==> src/rtl/mips_cache_pkg.sv <==
// Shared types and default widths for the MIPS cache memory-side arbiter.
// Latency: n/a (types only). Backpressure: n/a.
// Optional round-robin read arbitration is selected with MIPS_ARB_ROUND_ROBIN_EN.
package mips_cache_pkg;

    typedef enum logic [1:0] {
        IDLE  = 2'd0,
        READ  = 2'd1,
        WRITE = 2'd2
    } arb_state_t;

    localparam int ARB_NUM_RD       = 2;
    localparam int ARB_ADDR_W       = 32;
    localparam int ARB_DATA_W       = 32;
    localparam int ARB_STARVE_LIMIT = 4;

    function automatic int idx_width(input int n);
        return (n > 1) ? $clog2(n) : 1;
    endfunction

endpackage

==> src/rtl/mips_arb_picker.sv <==
// Read-request picker: one-hot grant and index from a request vector (fixed priority, or round-robin under MIPS_ARB_ROUND_ROBIN_EN).
// Latency: purely combinational.
// Backpressure: none; the caller decides whether the grant is taken.
module mips_arb_picker
    import mips_cache_pkg::*;
#(
    parameter int NUM_RD = ARB_NUM_RD,
    parameter int IDX_W  = idx_width(NUM_RD)
) (
    input  logic [NUM_RD-1:0] req,
`ifdef MIPS_ARB_ROUND_ROBIN_EN
    input  logic [IDX_W-1:0]  ptr,
`endif
    output logic [NUM_RD-1:0] grant,
    output logic [IDX_W-1:0]  idx,
    output logic              any
);

`ifdef MIPS_ARB_ROUND_ROBIN_EN
    // Scan offsets from the top down so the port closest to ptr wins last.
    always_comb begin
        int j;
        j   = 0;
        idx = '0;
        any = 1'b0;
        for (int k = NUM_RD - 1; k >= 0; k--) begin
            j = (int'(ptr) + k) % NUM_RD;
            if (req[j]) begin
                idx = IDX_W'(j);
                any = 1'b1;
            end
        end
    end
`else
    always_comb begin
        idx = '0;
        any = 1'b0;
        for (int i = NUM_RD - 1; i >= 0; i--) begin
            if (req[i]) begin
                idx = IDX_W'(i);
                any = 1'b1;
            end
        end
    end
`endif

    assign grant = any ? (NUM_RD'(1) << idx) : '0;

endmodule

==> src/rtl/mips_cache_arbiter.sv <==
// Merges NUM_RD read-fill ports and the write-buffer drain onto one Avalon-MM master (round-robin reads with MIPS_ARB_ROUND_ROBIN_EN).
// Latency: read ack 2 cycles after request plus one per waitrequest cycle; one IDLE cycle between transfers.
// Backpressure: Avalon waitrequest stalls the FSM with address/data held; starvation limit forces write-buffer drains.
module mips_cache_arbiter
    import mips_cache_pkg::*;
#(
    parameter int NUM_RD       = ARB_NUM_RD,
    parameter int ADDR_W       = ARB_ADDR_W,
    parameter int DATA_W       = ARB_DATA_W,
    parameter int STARVE_LIMIT = ARB_STARVE_LIMIT
) (
    input  logic                     clk,
    input  logic                     rst,
    input  logic [NUM_RD-1:0]        rd_req,
    input  logic [NUM_RD*ADDR_W-1:0] rd_addr,
    output logic [NUM_RD-1:0]        rd_ack,
    output logic [DATA_W-1:0]        rd_data,
    input  logic                     wb_valid,
    input  logic                     wb_full,
    input  logic [ADDR_W-1:0]        wb_addr,
    input  logic [DATA_W-1:0]        wb_data,
    input  logic [DATA_W/8-1:0]      wb_be,
    output logic                     wb_pop,
    output logic [ADDR_W-1:0]        mem_address,
    output logic                     mem_read,
    output logic                     mem_write,
    output logic [DATA_W-1:0]        mem_writedata,
    output logic [DATA_W/8-1:0]      mem_byteenable,
    input  logic                     waitrequest,
    input  logic [DATA_W-1:0]        mem_readdata,
    output logic                     busy
);

    localparam int IDX_W = idx_width(NUM_RD);
    localparam int CNT_W = $clog2(STARVE_LIMIT + 1);

    arb_state_t          state;
    logic [ADDR_W-1:0]   addr_q;
    logic [NUM_RD-1:0]   gnt_q;
    logic [CNT_W-1:0]    starve;
    logic                starve_hit;
    logic [NUM_RD-1:0]   req_masked;
    logic [NUM_RD-1:0]   pick_grant;
    logic [IDX_W-1:0]    pick_idx;
    logic                pick_any;
    logic [ADDR_W-1:0]   pick_addr;
`ifdef MIPS_ARB_ROUND_ROBIN_EN
    logic [IDX_W-1:0]    ptr;
`endif

    // A port acked this cycle still has rd_req high; keep it out of the next grant.
    assign req_masked = rd_req & ~rd_ack;
    assign starve_hit = (starve == CNT_W'(STARVE_LIMIT));

    mips_arb_picker #(
        .NUM_RD (NUM_RD),
        .IDX_W  (IDX_W)
    ) u_picker (
        .req   (req_masked),
`ifdef MIPS_ARB_ROUND_ROBIN_EN
        .ptr   (ptr),
`endif
        .grant (pick_grant),
        .idx   (pick_idx),
        .any   (pick_any)
    );

    always_comb begin
        pick_addr = '0;
        for (int i = 0; i < NUM_RD; i++) begin
            if (pick_idx == IDX_W'(i)) pick_addr = rd_addr[i*ADDR_W +: ADDR_W];
        end
    end

    always_ff @(posedge clk) begin
        if (rst) begin
            state     <= IDLE;
            rd_ack    <= '0;
            rd_data   <= '0;
            mem_read  <= 1'b0;
            mem_write <= 1'b0;
            addr_q    <= '0;
            gnt_q     <= '0;
            starve    <= '0;
`ifdef MIPS_ARB_ROUND_ROBIN_EN
            ptr       <= '0;
`endif
        end else begin
            rd_ack <= '0;
            case (state)
                IDLE: begin
                    if (wb_valid && (wb_full || starve_hit)) begin
                        state     <= WRITE;
                        mem_write <= 1'b1;
                    end else if (pick_any) begin
                        state    <= READ;
                        mem_read <= 1'b1;
                        addr_q   <= pick_addr;
                        gnt_q    <= pick_grant;
`ifdef MIPS_ARB_ROUND_ROBIN_EN
                        ptr      <= (pick_idx == IDX_W'(NUM_RD - 1)) ? '0 : pick_idx + 1'b1;
`endif
                    end else if (wb_valid) begin
                        state     <= WRITE;
                        mem_write <= 1'b1;
                    end
                end
                READ: begin
                    if (!waitrequest) begin
                        state    <= IDLE;
                        mem_read <= 1'b0;
                        rd_ack   <= gnt_q;
                        rd_data  <= mem_readdata;
                        if (wb_valid && !starve_hit) starve <= starve + 1'b1;
                    end
                end
                WRITE: begin
                    if (!waitrequest) begin
                        state     <= IDLE;
                        mem_write <= 1'b0;
                        starve    <= '0;
                    end
                end
                default: state <= IDLE;
            endcase
        end
    end

    // Write beats come straight from the buffer head, which holds until popped.
    assign mem_address    = (state == WRITE) ? wb_addr : addr_q;
    assign mem_writedata  = (state == WRITE) ? wb_data : '0;
    assign mem_byteenable = (state == WRITE) ? wb_be   : '0;
    assign wb_pop         = (state == WRITE) && !waitrequest;
    assign busy           = (state != IDLE);

endmodule

==> config.mk <==
export PLATFORM = sky130hd
export DESIGN_NAME = mips_cache_arbiter
export DESIGN_NICKNAME = d
export VERILOG_FILES = /design/src/rtl/mips_cache_pkg.sv /design/src/rtl/mips_arb_picker.sv /design/src/rtl/mips_cache_arbiter.sv
export SDC_FILE = /design/constraint.sdc
export NUM_CORES = 1
export LEC_CHECK = 0
export ABC_CLOCK_PERIOD_IN_PS = 1800
export CAP_MARGIN = 20
export CORE_MARGIN = 2
export CORE_UTILIZATION = 35
export CTS_BUF_LIST = sky130_fd_sc_hd__clkbuf_4
export DETAILED_ROUTE_END_ITERATION = 10
export GPL_TIMING_DRIVEN = 0
export PLACE_DENSITY = 0.86
export SYNTH_ARGS = -nofsm -noshare
export SYNTH_HDL_FRONTEND = slang
export SYNTH_HIERARCHICAL = 1
export SYNTH_SLANG_ARGS = --single-unit
==> constraint.sdc <==
create_clock -name clk -period 1.8 [get_ports clk]
set_input_delay 0.18 -clock clk [delete_from_list [all_inputs] [get_ports clk]]
set_output_delay 0.18 -clock clk [all_outputs]
set_load 0.02 [all_outputs]
==> impl_metrics.json <==
{
  "fin_crit_ns": 1.93,
  "vias_per_cell": 4.88,
  "clockRootBuffer": "clkbuf_4",
  "critPathKind": "reg -> out",
  "worst_ep_required_time_ns": 1.62,
  "grt_pass1_vias": 4333,
  "syn_inst": 432,
  "cap_viol_max_count": 0,
  "synth_cell_types": 32,
  "leakage_nw": 3.05,
  "num_io_pins": 277,
  "n_antenna_cell": 0,
  "relSlewSlack_pct": 62.2,
  "grt_pass1_wl_um": 21600,
  "skew_ns": 0.0241,
  "pwr-share-comb_pct": 45.4,
  "routedWlPerCell_um": 17.4,
  "path_clk_slew_ns": 0.13,
  "p_sw_share_pct": 31.9,
  "synthesis.nets": 608,
  "cts-buffers-inserted": 9,
  "peakVddDrop_uv": 424,
  "die_area_mm2": 0.0115,
  "placed_area_mm2": 0.00665,
  "rsz0062_at_grt": "true",
  "io_buffers": 275,
  "reg2regPathDepth": 8,
  "ant_nets": 0,
  "die_w_um": 107,
  "cts-hold-fix-buffers": 0,
  "drc": 0,
  "path_cells": "inv_2 -> ha_4 -> buf_12 -> clkbuf_16 -> mux2_4 -> buf_6",
  "slew_viol_final": 0,
  "endpoint_kind": "output port",
  "grt_use_total_pct": 23.8,
  "hold_end": "addr_q[13]$_SDFFE_PP0P_",
  "syn_avg_cell_area_um2": 8.63,
  "netlist_area_mm2": 0.00373,
  "synth-seq-cells": 75,
  "slowest_delay_ns": 0.34,
  "holdWs_ns": 0.216,
  "finalHoldViolCount": 0,
  "drt_pass1_iterations": 4,
  "cts_tree": "done",
  "htree_num_levels": 3,
  "drt_iter0_drc": 148,
  "tightest_slew_ns": 0.568,
  "chipHeight_um": 107,
  "netlist.area_leader.share_pct": 40.3,
  "clockBufferDepth": 2,
  "core_area_mm2": 0.0103,
  "start_kind": "flip-flop",
  "dp_hpwl_um": 10900,
  "worstHoldStart": "rst",
  "grt_max_degree": 13,
  "fin_crit_sh_pct": 107,
  "fmax_mhz": 519,
  "p_seq_share_pct": 34.1,
  "ys_seq_area_share_pct": 40.3,
  "totalWireLength_um": 15200,
  "status": "finished, violations left",
  "gp_congestion": 0.802,
  "row_count": 37,
  "powerDensity_mw_per_mm2": 743,
  "r2r_end": "addr_q[22]$_SDFFE_PP0P_",
  "syn_to_final_growth_pct": 103,
  "grt_remaining_overflow": 0,
  "drive_above_1_share_pct": 28.0,
  "worstPathMaxFanout": 8,
  "ys_warn_count": 6,
  "via_count": 4262,
  "hold_path_depth": 2,
  "antenna_found_initial": 0,
  "start_util_pct": 36.1,
  "layout_setup_ws_ns": -0.126,
  "hp-class": "in -> reg",
  "cp_slowest_cell": "dfxtp_2",
  "nets": 909,
  "p_clk_share_pct": 20.5,
  "r2r_start": "state[1]$_SDFFE_PP0P_",
  "reg2reg_slack_ns": 0.07,
  "setup_viol": 55,
  "fillers": 717,
  "insertion_delay_ns": 0.43,
  "intPower_mw": 3.82,
  "p_switching_mw": 1.79,
  "yosys.area.top_type": "dfxtp_1",
  "violations": "negative setup slack",
  "synth_area_leaders": "dfxtp_1 (40%), mux2_2 (10%), mux2i_1 (9.4%)",
  "cts.sinks": 75,
  "final_cell_area_mm2": 0.00756,
  "worstPathArrival_ns": 1.75
}
[cells in the final DEF, fill, tap and decap left out, drive strengths merged, types with 2 or more instances in the layout]
| master | netlist | layout |
|---|---|---|
| a21bo | 2 | 2 |
| mux2 | 33 | 33 |
| clkbuf | 21 | 32 |
| bufinv | 0 | 2 |
| nand2 | 70 | 70 |
| mux2i | 35 | 35 |
| or3b | 2 | 2 |
| and2 | 36 | 36 |
| nor3b | 2 | 2 |
| clkdlybuf4s50 | 0 | 205 |
| nand2b | 5 | 5 |
| a21oi | 37 | 37 |
| nor2 | 37 | 37 |
| clkinv | 0 | 3 |
| buf | 16 | 99 |
| ha | 5 | 5 |
| nor2b | 4 | 4 |
| dfxtp | 75 | 75 |
| o211a | 2 | 2 |
| a211oi | 33 | 33 |
| or2 | 2 | 2 |
| inv | 6 | 6 |
[Yosys cell counts (all sizes together)]
| cell | n |
|---|---|
| mux2i | 35 |
| a31oi | 1 |
| o21ai | 1 |
| o211a | 2 |
| nor2 | 37 |
| nand4b | 1 |
| ha | 5 |
| a211oi | 33 |
| nand3 | 1 |
| nor3b | 2 |
| nand2b | 5 |
| or3b | 2 |
| a21oi | 37 |
| a21bo | 2 |
| o31ai | 1 |
| or2 | 2 |
| nor3 | 1 |
| nor2b | 4 |
| a21o | 1 |
| and2 | 36 |
| dfxtp | 75 |
| buf | 16 |
| clkbuf | 21 |
| xnor2 | 1 |
| mux2 | 33 |
| nand2 | 70 |
| o211ai | 1 |
| inv | 6 |
[cell families after synthesis]
family / Yosys count / share of synthesized area, %
AO/OA/AOI/OAI: 79 / 13.6
XOR/XNOR: 1 / 0.235
adder cells (fa/ha/maj): 5 / 1.68
multiplexers: 68 / 19.4
flip-flops: 75 / 40.3
AND/OR/NAND/NOR: 161 / 20.0
buffers and inverters: 43 / 4.83
[cell type report]
class / count / area, um2 / share of cell area (%)
timing repair buffer: 290 / 3070 / 40.6
multi-input combinational: 314 / 2320 / 30.7
sequential: 75 / 1510 / 19.9
buffer: 37 / 319 / 4.22
tap: 136 / 170 / 2.25
clock inverter: 6 / 81.3 / 1.08
clock buffer: 9 / 67.6 / 0.894
inverter: 6 / 22.5 / 0.298
[how the worst max path moves through the flow]
stage	startpoint	endpoint	slack, ns
2_1_floorplan	state[0]$_SDFFE_PP0P_	mem_writedata[0]	0.12
3_3_place_gp	state[0]$_SDFFE_PP0P_	mem_writedata[0]	-0.73
3_5_place_dp	state[0]$_SDFFE_PP0P_	mem_writedata[5]	-0.72
4_1_cts	state[0]$_SDFFE_PP0P_	mem_address[20]	-0.20
5_1_grt	state[0]$_SDFFE_PP0P_	mem_address[7]	-0.21
6_report	state[0]$_SDFFE_PP0P_	mem_address[7]	-0.13
[critical path, delay by kind of cell (launching register included)]
family     cells  cell delay [ns]
flops          1             0.34
mux            1             0.31
fa+ha+maj      1             0.16
buf+inv        4             0.53
[sequential cells by signal, summed over array words and instances, names as in the netlist]
signal and cells:
starve 3, gnt_q 2, mem_read 1, rd_ack 2, addr_q 32, state 2
mem_write 1, rd_data 32
[layer usage]
metal | part of all wire [%] | up-vias | track usage, %
li1 | - | 2064 | -
met2 | 54 | 162 | 44.1
met3 | 6.5 | 26 | 6.75
met1 | 38 | 2010 | 26.3
met4 | 2.0 | 0 | 6.96
met5 | 0 | - | 0
[repair_timing]
action,4_1_cts,5_1_grt
pin swaps,0,3
buffers inserted,3,5
gates cloned,2,5
resized for setup,385,177
endpoints found under the setup margin,112,112
[per-stage QoR]
step	cells	TNS (ns)	util, %	power, mW	setup slack [ns]
2_1_floorplan	432	0	-	2.92	0.117
3_3_place_gp	843	-44.47	64.4	3.90	-0.726
3_5_place_dp	843	-45.91	64.4	3.95	-0.724
4_1_cts	863	-6.98	67.4	5.19	-0.201
5_1_grt	873	-10.19	73.2	5.87	-0.210
6_report	873	-4.29	73.2	5.61	-0.126
[power by group through the flow]
stage          registers [mW]  logic, mW  clock network [mW]
4_1_cts                  1.91       2.11                1.17
3_3_place_gp             1.94       1.97                   0
5_1_grt                  1.93       2.69                1.25
6_report                 1.92       2.55                1.15
2_1_floorplan            1.97      0.952                   0
3_5_place_dp             1.95       2.01                   0
(Power assumes the default switching activity.)
